<file path="src/rtl/hyperload_feeder.sv">
// Byte feeder for the hyperload fast-load routine: upstream bytes are buffered in a FIFO
// and handed to the Z80 through a memory-mapped data port, with a status port next to it.
//
// state  | meaning
// IDLE   | no session; ROM patch off, upstream stalled, FIFO empty
// ARMED  | session started, waiting for the first byte of the file
// STREAM | bytes flowing; watchdog counts down between CPU pops
// DRAIN  | final byte received; CPU empties the FIFO, upstream stalled
module hyperload_feeder #(
    parameter int          DEPTH     = 16,
    parameter logic [15:0] DATA_ADDR = 16'h2040,
    parameter logic [15:0] STAT_ADDR = 16'h2041,
    parameter logic [23:0] TIMEOUT   = 24'd3_500_000
) (
    input  logic        clk,
    input  logic        reset,
    input  logic        start,
    input  logic        abort,
    input  logic [7:0]  s_data,
    input  logic        s_valid,
    input  logic        s_last,
    output logic        s_ready,
    input  logic [15:0] a,
    input  logic        cpu_rd,
    output logic [7:0]  q,
    output logic        sel,
    output logic        override,
    output logic        busy
);

    localparam int AW = $clog2(DEPTH);
    localparam logic [AW:0] FULL_CNT = (AW + 1)'(DEPTH);

    typedef enum logic [1:0] {
        IDLE   = 2'd0,
        ARMED  = 2'd1,
        STREAM = 2'd2,
        DRAIN  = 2'd3
    } state_t;

    state_t         state;
    logic [8:0]     mem [DEPTH];
    logic [AW-1:0]  wr_ptr;
    logic [AW-1:0]  rd_ptr;
    logic [AW:0]    count;
    logic           eof_seen;
    logic           timeout_flag;
    logic [23:0]    wd_cnt;

    logic           active;
    logic           empty;
    logic           full;
    logic           hit_data;
    logic           hit_stat;
    logic           push;
    logic           pop;
    logic           last_push;
    logic [8:0]     head;
    logic           timeout_hit;
    logic           abort_hit;
    logic           start_hit;
    logic           flush;

    assign active    = (state != IDLE);
    assign empty     = (count == '0);
    assign full      = (count == FULL_CNT);
    assign hit_data  = (a == DATA_ADDR);
    assign hit_stat  = (a == STAT_ADDR);
    assign head      = mem[rd_ptr];

    assign s_ready   = ((state == ARMED) || (state == STREAM)) && !full;
    assign busy      = active;

    assign push      = s_valid && s_ready;
    assign last_push = push && s_last;
    assign pop       = cpu_rd && hit_data && !empty && active;

    // The final byte takes precedence over a watchdog expiry in the same cycle.
    assign timeout_hit = (state == STREAM) && !last_push && !pop && (wd_cnt == '0);
    assign abort_hit   = abort && active;
    assign start_hit   = start && (state == IDLE);
    assign flush       = start_hit || abort_hit || timeout_hit;

    // Storage carries no reset; validity is tracked entirely by the pointers and count.
    always_ff @(posedge clk) begin
        if (push) begin
            mem[wr_ptr] <= {s_last, s_data};
        end
    end

    always_ff @(posedge clk) begin
        if (reset) begin
            wr_ptr <= '0;
            rd_ptr <= '0;
            count  <= '0;
        end else if (flush) begin
            wr_ptr <= '0;
            rd_ptr <= '0;
            count  <= '0;
        end else begin
            if (push) begin
                wr_ptr <= wr_ptr + 1'b1;
            end
            if (pop) begin
                rd_ptr <= rd_ptr + 1'b1;
            end
            case ({push, pop})
                2'b10:   count <= count + 1'b1;
                2'b01:   count <= count - 1'b1;
                default: count <= count;
            endcase
        end
    end

    always_ff @(posedge clk) begin
        if (reset) begin
            q   <= 8'h00;
            sel <= 1'b0;
        end else begin
            sel <= (hit_data || hit_stat) && active;
            if (hit_data) begin
                q <= empty ? 8'hFF : head[7:0];
            end else if (hit_stat) begin
                q <= {4'b0000, timeout_flag, eof_seen, override, !empty};
            end else begin
                q <= 8'h00;
            end
        end
    end

    always_ff @(posedge clk) begin
        if (reset) begin
            state        <= IDLE;
            override     <= 1'b0;
            eof_seen     <= 1'b0;
            timeout_flag <= 1'b0;
            wd_cnt       <= '0;
        end else if (abort_hit) begin
            state    <= IDLE;
            override <= 1'b0;
        end else begin
            case (state)
                IDLE: begin
                    override <= 1'b0;
                    if (start_hit) begin
                        state        <= ARMED;
                        override     <= 1'b1;
                        eof_seen     <= 1'b0;
                        timeout_flag <= 1'b0;
                    end
                end
                ARMED: begin
                    // A one-byte file skips STREAM and goes straight to draining.
                    if (last_push) begin
                        state    <= DRAIN;
                        eof_seen <= 1'b1;
                    end else if (push) begin
                        state  <= STREAM;
                        wd_cnt <= TIMEOUT - 24'd1;
                    end
                end
                STREAM: begin
                    if (last_push) begin
                        state    <= DRAIN;
                        eof_seen <= 1'b1;
                    end else if (pop) begin
                        wd_cnt <= TIMEOUT - 24'd1;
                    end else if (timeout_hit) begin
                        state        <= IDLE;
                        override     <= 1'b0;
                        timeout_flag <= 1'b1;
                    end else begin
                        wd_cnt <= wd_cnt - 24'd1;
                    end
                end
                DRAIN: begin
                    if (pop && head[8]) begin
                        state    <= IDLE;
                        override <= 1'b0;
                    end
                end
                default: begin
                    state    <= IDLE;
                    override <= 1'b0;
                end
            endcase
        end
    end

endmodule
</file>
<file path="config.mk">
export PLATFORM = sky130hd
export DESIGN_NAME = hyperload_feeder
export DESIGN_NICKNAME = d
export VERILOG_FILES = /design/src/rtl/hyperload_feeder.sv
export SDC_FILE = /design/constraint.sdc
export NUM_CORES = 1
export LEC_CHECK = 0
export CAP_MARGIN = 40
export CORE_MARGIN = 1
export CORE_UTILIZATION = 30
export CTS_CLUSTER_DIAMETER = 30
export CTS_CLUSTER_SIZE = 12
export DETAILED_ROUTE_END_ITERATION = 12
export PLACE_DENSITY_LB_ADDON = 0.05
export RECOVER_POWER = 100
export SYNTH_ARGS = -nofsm -noshare
export SYNTH_HDL_FRONTEND = slang
export SYNTH_SLANG_ARGS = --single-unit
</file>
<file path="constraint.sdc">
create_clock -name clk -period 3.3 [get_ports clk]
set_input_delay 0.495 -clock clk [delete_from_list [all_inputs] [get_ports clk]]
set_output_delay 0.495 -clock clk [all_outputs]
set_load 0.1 [all_outputs]
</file>
==> load_flow_metrics.sql, run 1 <==
INSERT INTO impl_metrics (metric_group, metric, value, unit) VALUES
('outcome', 'outcome', 'completed', ''),
('power_and_ir_drop', 'p_clk_share', '31.1', '%'),
('clocking', 'htree_num_levels', '4', ''),
('floorplan', 'top_level_ports', '43', ''),
('drt', 'drt-pass1-iter-count', '4', ''),
('hold_path', 'worst_hold_path.num_cells', '2', ''),
('power_and_ir_drop', 'p_switching', '2.29', 'mW'),
('synthesis', 'mappedNetlistNets', '630', ''),
('global_route', 'gr-total-overflow', '0', ''),
('power_and_ir_drop', 'share_comb_of_total_power', '25.0', '%'),
('drt', 'drtAntennaViolNets', '0', ''),
('final_layout', 'multi_input_combinational_cell_area', '2850', 'um^2'),
('clocking', 'clock_sinks', '199', ''),
('floorplan', 'dieArea', '29000', 'um^2'),
('power_and_ir_drop', 'p_int', '4.44', 'mW'),
('floorplan', 'core_area', '27900', 'um^2'),
('clocking', 'cts_hold_buffers', '0', ''),
('final_layout', 'postLayoutCellArea', '10200', 'um^2'),
('power_and_ir_drop', 'power.share.sequential', '43.9', '%'),
('worst_setup_path', 'timing.critical_path.fanout_max', '16', ''),
('timing', 'max_slew.worst_pin.slew', '1.21', 'ns'),
('timing', 'final-hold-violation-count', '0', ''),
('drt', 'detail_route.wirelength.met1', '10600', 'um'),
('synthesis', 'ys_seq_elements', '199', ''),
('drt', 'dr_total_vias', '5153', ''),
('final_layout', 'fillerInstances', '2702', ''),
('worst_setup_path', 'start_kind', 'register', ''),
('hold_path', 'holdCritPathClass', 'reg2reg', ''),
('synthesis', 'post_syn_area', '8500', 'um^2'),
('drt', 'wl_per_cell', '19.6', 'um'),
('timing', 'clock.fmax', '342', 'MHz'),
('floorplan', 'placement_rows', '61', ''),
('final_layout', 'area_growth_syn_to_layout', '19.6', '%'),
('drt', 'postRouteWirelength', '20800', 'um'),
('global_route', 'grt.total_usage', '15.3', '%'),
('worst_setup_path', 'crit_type', 'reg2reg', ''),
('final_layout', 'ff_latch_area', '5430', 'um^2'),
('power_and_ir_drop', 'vdd_ir_drop_max', '259', 'uV'),
('place', 'postPlaceCellArea', '9760', 'um^2'),
('worst_setup_path', 'r2r_slack', '0.38', 'ns'),
('synthesis', 'netlist-cell-type-count', '55', ''),
('global_route', 'grt_max_degree', '26', ''),
('floorplan', 'die_width', '170', 'um'),
('place', 'dp.final_hpwl', '14200', 'um'),
('final_layout', 'post_route_cells_drive_above_1_share', '16.3', '%'),
('drt', 'topRoutingLayerUsed', 'met4', ''),
('global_route', 'grt_pass1_wl', '32200', 'um'),
('floorplan', 'start_util', '30.5', '%'),
('hold_path', 'timing.hold.worst.start', 'wd_cnt[23]', ''),
('clocking', 'tritoncts', 'built', ''),
('worst_setup_path', 'timing.reg2reg.worst_path_depth', '7', ''),
('synthesis', 'async_reset_ff_share', '0', '%'),
('timing', 'setup_viol', '0', ''),
('synthesis', 'post_synth_inst_count', '584', ''),
('global_route', 'grt_antenna_before_repair', '0', ''),
('clocking', 'cts-resized-gates', '0', ''),
('synthesis', 'yosysWarnings', '0', ''),
('timing', 'max_slew_margin', '19.7', '%'),
('synthesis', 'synth_enable_flop_cells', '144', ''),
('power_and_ir_drop', 'cellLeakagePower', '3.21', 'nW'),
('drt', 'vias_per_cell', '4.86', ''),
('clocking', 'worst_skew_pair.late_latency', '0.43', 'ns'),
('final_layout', 'final_nets', '716', ''),
('run', 'cap_viol_max_count', '0', ''),
('clocking', 'postCtsSetupBuffers', '0', ''),
('timing', 'final_critical_delay_including_setup_and_external_delays', '2.92', 'ns'),
('timing', 'report.final.slew_viol_count', '0', ''),
('place', 'numPlacedInstances', '1029', ''),
('clocking', 'cts.clk_slew.worst_paths', '0.08', 'ns'),
('final_layout', 'finish.cell_count_without_fillers', '1061', ''),
('clocking', 'cts_buffer_depth', '2', '');
## worst max path at each step
stage                         from         end  slack (ns)  cells after the start
after detailed placement      a[5]    count[4]        0.12                     14
after global placement        a[5]    count[4]        0.15                     14
after floorplan           count[1]    count[4]        0.25                     16
after CTS                 count[1]    count[4]        0.37                     12
final                     count[1]  wd_cnt[16]        0.38                      7
after global routing      count[1]   wd_cnt[7]        0.09                      7
## cells in the mapped netlist (7+ instances only)
cell type                  count  area (um^2)
sky130_fd_sc_hd__ha_1         15          188
sky130_fd_sc_hd__mux2i_1       9         90.1
sky130_fd_sc_hd__nor3_1       18         90.1
sky130_fd_sc_hd__nand2_1      25         93.8
sky130_fd_sc_hd__nor4_1        8         50.1
sky130_fd_sc_hd__a21oi_1      21          105
sky130_fd_sc_hd__buf_2         9         45.0
sky130_fd_sc_hd__o21ai_0      12         60.1
sky130_fd_sc_hd__inv_1        18         67.6
sky130_fd_sc_hd__a211oi_1     10         75.1
sky130_fd_sc_hd__xnor2_1      14          123
sky130_fd_sc_hd__clkbuf_1     14         52.6
sky130_fd_sc_hd__xor2_1        7         61.3
sky130_fd_sc_hd__edfxtp_1    144         4320
sky130_fd_sc_hd__nand2b_1     10         62.6
sky130_fd_sc_hd__dfxtp_1      55         1100
sky130_fd_sc_hd__mux4_2       39          878
sky130_fd_sc_hd__nor2_1       54          203
## worst max-delay path: stages (launching register included)
cell	delay [ns]
sky130_fd_sc_hd__dfxtp_1	0.38
sky130_fd_sc_hd__or3_1	0.49
sky130_fd_sc_hd__o2111ai_1	0.43
sky130_fd_sc_hd__nor4b_4	0.60
sky130_fd_sc_hd__clkbuf_2	0.47
sky130_fd_sc_hd__a2111oi_1	0.17
sky130_fd_sc_hd__xnor2_1	0.17
sky130_fd_sc_hd__a21oi_1	0.08
## per-layer routing
layer | up-vias | global-route usage, %
met3 | 9 | 3.05
met2 | 74 | 23.6
met1 | 2630 | 22.3
li1 | 2440 | -
met4 | 0 | 3.17
met5 | - | 0
## cell type report
type                            instances  area share (%)
Multi-Input combinational cell        336            28.0
Clock buffer                           17            4.19
Clock inverter                         15            1.85
Tap cell                              378            4.65
Timing Repair Buffer                   98            7.26
Sequential cell                       199            53.4
Inverter                               18           0.665
## through the flow
stage               worst slack (ns)  utilization, %  total power, mW  hold WS (ns)
floorplan                      0.254               -             4.14         0.446
global placement               0.149            34.5             4.72         0.462
detailed placement             0.121            35.0             4.74         0.477
CTS                            0.374            37.2             6.85         0.491
global route                  0.0879            36.5             7.10         0.506
finish                         0.379            36.5             6.72         0.490
## placed cells by master (no fill, tap or decap), types with 7 or more instances in the layout
| cell | synthesis | routed |
|---|---|---|
| sky130_fd_sc_hd__inv_1 | 18 | 18 |
| sky130_fd_sc_hd__nor3_1 | 18 | 18 |
| sky130_fd_sc_hd__dlygate4sd3_1 | 0 | 10 |
| sky130_fd_sc_hd__xor2_1 | 7 | 7 |
| sky130_fd_sc_hd__nor4_1 | 8 | 8 |
| sky130_fd_sc_hd__edfxtp_1 | 144 | 144 |
| sky130_fd_sc_hd__mux2i_1 | 9 | 9 |
| sky130_fd_sc_hd__clkdlybuf4s50_1 | 0 | 29 |
| sky130_fd_sc_hd__nand2_1 | 25 | 25 |
| sky130_fd_sc_hd__buf_4 | 0 | 22 |
| sky130_fd_sc_hd__nor2_1 | 54 | 54 |
| sky130_fd_sc_hd__dfxtp_1 | 55 | 55 |
| sky130_fd_sc_hd__clkbuf_16 | 0 | 17 |
| sky130_fd_sc_hd__mux4_2 | 39 | 39 |
| sky130_fd_sc_hd__clkbuf_1 | 14 | 32 |
| sky130_fd_sc_hd__a21oi_1 | 21 | 21 |
| sky130_fd_sc_hd__a211oi_1 | 10 | 11 |
| sky130_fd_sc_hd__ha_1 | 15 | 15 |
| sky130_fd_sc_hd__xnor2_1 | 14 | 14 |
| sky130_fd_sc_hd__clkinv_8 | 0 | 7 |
| sky130_fd_sc_hd__nand2b_1 | 10 | 10 |
| sky130_fd_sc_hd__o21ai_0 | 12 | 12 |
## cells by family after synthesis
logic type      share of synthesized area, %
flops                                   63.8
simple gates                            9.79
mux                                     11.8
fa+ha+maj                               2.21
xor+xnor                                2.16
compound gates                          7.73
buf+inv                                 2.47
## flip-flops by register name, summed over array words and instances (netlist names), named ones only
name          cells
mem             144
wd_cnt           24
q                 8
count             5
rd_ptr            4
wr_ptr            4
state             2
eof_seen          1
override          1
sel               1
timeout_flag      1
## power by group through the flow
stage,Combinational [mW],Sequential (mW),Clock (mW)
after global routing,1.85,2.98,2.27
after floorplan,1.15,2.99,0
after CTS,1.74,2.95,2.16
after detailed placement,1.73,3.01,0
final,1.68,2.95,2.09
after global placement,1.72,3.00,0
No activity file was read; power rests on OpenSTA's default activity.
==> inputs of run 2 (changes only) <==
--- a/config.mk
+++ b/config.mk
@@ -9,7 +9,6 @@
 export CORE_MARGIN = 1
 export CORE_UTILIZATION = 30
 export CTS_CLUSTER_DIAMETER = 30
-export CTS_CLUSTER_SIZE = 12
 export DETAILED_ROUTE_END_ITERATION = 12
 export PLACE_DENSITY_LB_ADDON = 0.05
 export RECOVER_POWER = 100
==> results of run 2 <==
No change in the layout: final DEF, timing and power equal those of run 1.
==> inputs of run 3 (changes only) <==
--- a/config.mk
+++ b/config.mk
@@ -7,7 +7,7 @@
 export LEC_CHECK = 0
 export CAP_MARGIN = 40
 export CORE_MARGIN = 1
-export CORE_UTILIZATION = 30
+export CORE_UTILIZATION = 50
 export CTS_CLUSTER_DIAMETER = 30
 export DETAILED_ROUTE_END_ITERATION = 12
 export PLACE_DENSITY_LB_ADDON = 0.05
==> run 3 against run 2 <==
Clock skew fell by 0.00053 ns. Flip-flop and latch count is the same. Largest cell class unchanged. Maximum frequency decreased by 3.5%.
==> load_flow_metrics.sql, run 3 (synthesized netlist as in run 1, its figures left out) <==
INSERT INTO impl_metrics (metric_group, metric, value, unit) VALUES
('outcome', 'outcome', 'completed', ''),
('power_and_ir_drop', 'p_per_area', '672', 'nW/um^2'),
('clocking', 'numCtsBuffers', '17', ''),
('final_layout', 'ff_latch_area', '5430', 'um^2'),
('final_layout', 'layout.cells.most_common', 'sky130_fd_sc_hd__edfxtp_1', ''),
('timing', 'max_slew.worst_pin.slew', '1.19', 'ns'),
('timing', 'max_slew_margin', '20.9', '%'),
('hold_path', 'holdCritPathClass', 'reg2reg', ''),
('timing', 'fin_worst_skew', '0.0133', 'ns'),
('worst_setup_path', 'critical-path-slowest-cell', 'sky130_fd_sc_hd__or3_1', ''),
('global_route', 'grt_max_degree', '22', ''),
('floorplan', 'placement_rows', '47', ''),
('floorplan', 'die_h', '132', 'um'),
('drt', 'vias_per_cell', '5.79', ''),
('worst_setup_path', 'timing.critical_path.fanout_max', '9', ''),
('drt', 'postRouteWirelength', '18000', 'um'),
('final_layout', 'area_growth_syn_to_layout', '17.0', '%'),
('worst_setup_path', 'r2r_slack', '0.27', 'ns'),
('global_route', 'vias_in_the_first_global_route', '5434', ''),
('final_layout', 'multi_input_combinational_cell_area', '2820', 'um^2'),
('worst_setup_path', 'start_kind', 'register', ''),
('worst_setup_path', 'critical-path-max-stage-delay', '0.50', 'ns'),
('global_route', 'grt.total_usage', '22.1', '%'),
('worst_setup_path', 'timing.reg2reg.worst_path_depth', '12', ''),
('final_layout', 'top_regs', 'mem: 144 flops, wd_cnt: 24 flops, q: 8 flops', ''),
('clocking', 'cts_root_buf', 'sky130_fd_sc_hd__clkbuf_16', ''),
('place', 'dp.final_hpwl', '12900', 'um'),
('global_route', 'grt_pass1_wl', '29200', 'um'),
('drt', 'drt_first_iter_violations', '449', ''),
('timing', 'setup_viol', '0', ''),
('clocking', 'cts_buffer_depth', '2', ''),
('clocking', 'cts_hold_buffers', '0', ''),
('final_layout', 'fillerInstances', '1359', ''),
('floorplan', 'die_width', '132', 'um'),
('drt', 'wl_per_cell', '19.8', 'um'),
('worst_setup_path', 'timing.critical_path.to_type', 'register', ''),
('final_layout', 'final_nets', '722', ''),
('place', 'numPlacedInstances', '877', ''),
('timing', 'setup_tns', '0', 'ns'),
('global_route', 'gr-total-overflow', '0', ''),
('timing', 'final-hold-violation-count', '0', ''),
('worst_setup_path', 'required', '3.63', 'ns'),
('worst_setup_path', 'cp_common_cell', 'sky130_fd_sc_hd__ha_1', ''),
('timing', 'final_critical_delay_including_setup_and_external_delays', '3.03', 'ns'),
('clocking', 'cts.clk_slew.worst_paths', '0.08', 'ns'),
('floorplan', 'core_area', '16600', 'um^2'),
('worst_setup_path', 'rr_startpoint', 'count[1]', ''),
('final_layout', 'antenna_cells', '0', ''),
('clocking', 'htree_num_levels', '4', ''),
('drt', 'dr_total_vias', '5259', ''),
('final_layout', 'post_route_cells_drive_above_1_share', '14.5', '%'),
('worst_setup_path', 'critical_path.startpoint', 'count[1]', ''),
('drt', 'remaining_drc_errors', '0', ''),
('final_layout', 'flip_flop_count_of_the_largest_register_all_copies_and_words_added', '144', ''),
('power_and_ir_drop', 'cellLeakagePower', '3.19', 'nW'),
('floorplan', 'start_util', '51.2', '%'),
('worst_setup_path', 'crit_type', 'reg2reg', ''),
('worst_setup_path', 'cp_data_arrival_time', '3.35', 'ns'),
('floorplan', 'top_level_ports', '43', ''),
('place', 'finalWeightedCongestion', '0.801', ''),
('drt', 'drt-pass1-iter-count', '4', ''),
('place', 'placement.io_buffers', '42', ''),
('final_layout', 'finalCoreUtilization', '60.0', '%'),
('timing', 'report.final.slew_viol_count', '0', ''),
('clocking', 'worst_skew_pair.late_latency', '0.43', 'ns'),
('timing', 'period_share', '91.7', '%'),
('final_layout', 'finish.cell_count_without_fillers', '909', ''),
('timing', 'grt_setup_unrepaired', 'no', ''),
('worst_setup_path', 'timing.rr.end', 'count[4]', ''),
('run', 'cap_viol_max_count', '0', ''),
('worst_setup_path', 'cp-endpoint', 'count[4]', ''),
('global_route', 'grt_antenna_before_repair', '0', ''),
('clocking', 'clock_sinks', '199', ''),
('worst_setup_path', 'critical_path.cell_chain', 'or3_1, o31ai_1, or2_2, inv_1, ha_1, buf_4, ha_1, nor3b_1, o21ai_0, a31oi_1, xnor2_1, nor2_1', ''),
('floorplan', 'dieArea', '17500', 'um^2'),
('final_layout', 'layout.cells.most_common_list', 'sky130_fd_sc_hd__edfxtp_1 (144), sky130_fd_sc_hd__dfxtp_1 (55), sky130_fd_sc_hd__nor2_1 (54)', ''),
('final_layout', 'top_register', 'mem', ''),
('clocking', 'tritoncts', 'built', ''),
('power_and_ir_drop', 'vdd_ir_drop_max', '419', 'uV'),
('drt', 'drtAntennaViolNets', '0', ''),
('timing', 'clock.fmax', '330', 'MHz');
-- run 3: cell types whose count changed in the layout (fill, tap and decap cells not counted), moves of 2 or more --
cell                        previous run  this run
sky130_fd_sc_hd__buf_4                22        18
sky130_fd_sc_hd__a2111oi_0             1         5
sky130_fd_sc_hd__a2111oi_2             3         0
sky130_fd_sc_hd__clkbuf_1             32        45
sky130_fd_sc_hd__inv_8                 3         6
sky130_fd_sc_hd__clkinv_4              4         2
sky130_fd_sc_hd__clkbuf_2              3         0
sky130_fd_sc_hd__clkinv_8              7         2
sky130_fd_sc_hd__inv_6                 0         2
-- run 3: what timing repair did --
action,4_1_cts,5_1_grt
setup endpoints to repair,0,1
resized for setup,0,1
setup buffers,0,0
endpoints found under the hold margin,0,0
-- run 3: stage by stage --
stage | total power, mW | cell area (um^2) | hold slack (ns) | worst slack, ns
floorplan | 4.14 | 8500 | 0.446 | 0.254
global placement | 4.65 | 9450 | 0.463 | 0.121
detailed placement | 4.70 | 9610 | 0.478 | 0.0425
CTS | 6.81 | 10200 | 0.486 | 0.252
global route | 6.98 | 9940 | 0.495 | 0.0208
finish | 6.68 | 9940 | 0.481 | 0.273
-- run 3: area by class of cell --
| type | count | area share [%] |
|---|---|---|
| timing repair buffer | 104 | 7.53 |
| multi-input combinational | 336 | 28.4 |
| clock inverter | 14 | 1.74 |
| sequential | 199 | 54.6 |
| clock buffer | 18 | 4.32 |
| inverter | 18 | 0.680 |
| tap | 220 | 2.77 |
-- run 3: per-layer routing --
| metal | vias to the layer above | part of all wire (%) | global-route usage, % |
|---|---|---|---|
| li1 | 2454 | - | - |
| met1 | 2653 | 43 | 27.1 |
| met2 | 129 | 52 | 39.1 |
| met3 | 23 | 3.8 | 4.31 |
| met4 | 0 | 1.8 | 7.73 |
| met5 | - | 0 | 0 |
-- run 3: worst min-delay path by stage --
stage / start / endpoint / slack [ns] / cells after the start
after floorplan: wd_cnt[23] / wd_cnt[23] / 0.45 / 2
after global placement: wd_cnt[23] / wd_cnt[23] / 0.46 / 2
after detailed placement: wd_cnt[23] / wd_cnt[23] / 0.48 / 2
after CTS: wd_cnt[23] / wd_cnt[23] / 0.49 / 2
after global routing: wd_cnt[23] / wd_cnt[23] / 0.50 / 2
final: wd_cnt[23] / wd_cnt[23] / 0.48 / 2
-- run 3: worst max-delay path: cells and delay by family, from the launching register on --
| family | cells | cell delay, ns |
|---|---|---|
| xor gates and xnor gates | 1 | 0.14 |
| AOI/OAI and AO/OA | 3 | 0.68 |
| adders and majority gates | 2 | 0.53 |
| and+or+nand+nor | 4 | 0.97 |
| buffers and inverters | 2 | 0.23 |
| DFF | 1 | 0.39 |
-- run 3: where the power goes --
part           total, mW  internal [mW]  leakage [nW]  switching [mW]
registers           2.95           2.82          1.74           0.131
logic               1.63          0.589          1.16            1.04
clock network       2.10           1.09         0.292            1.01
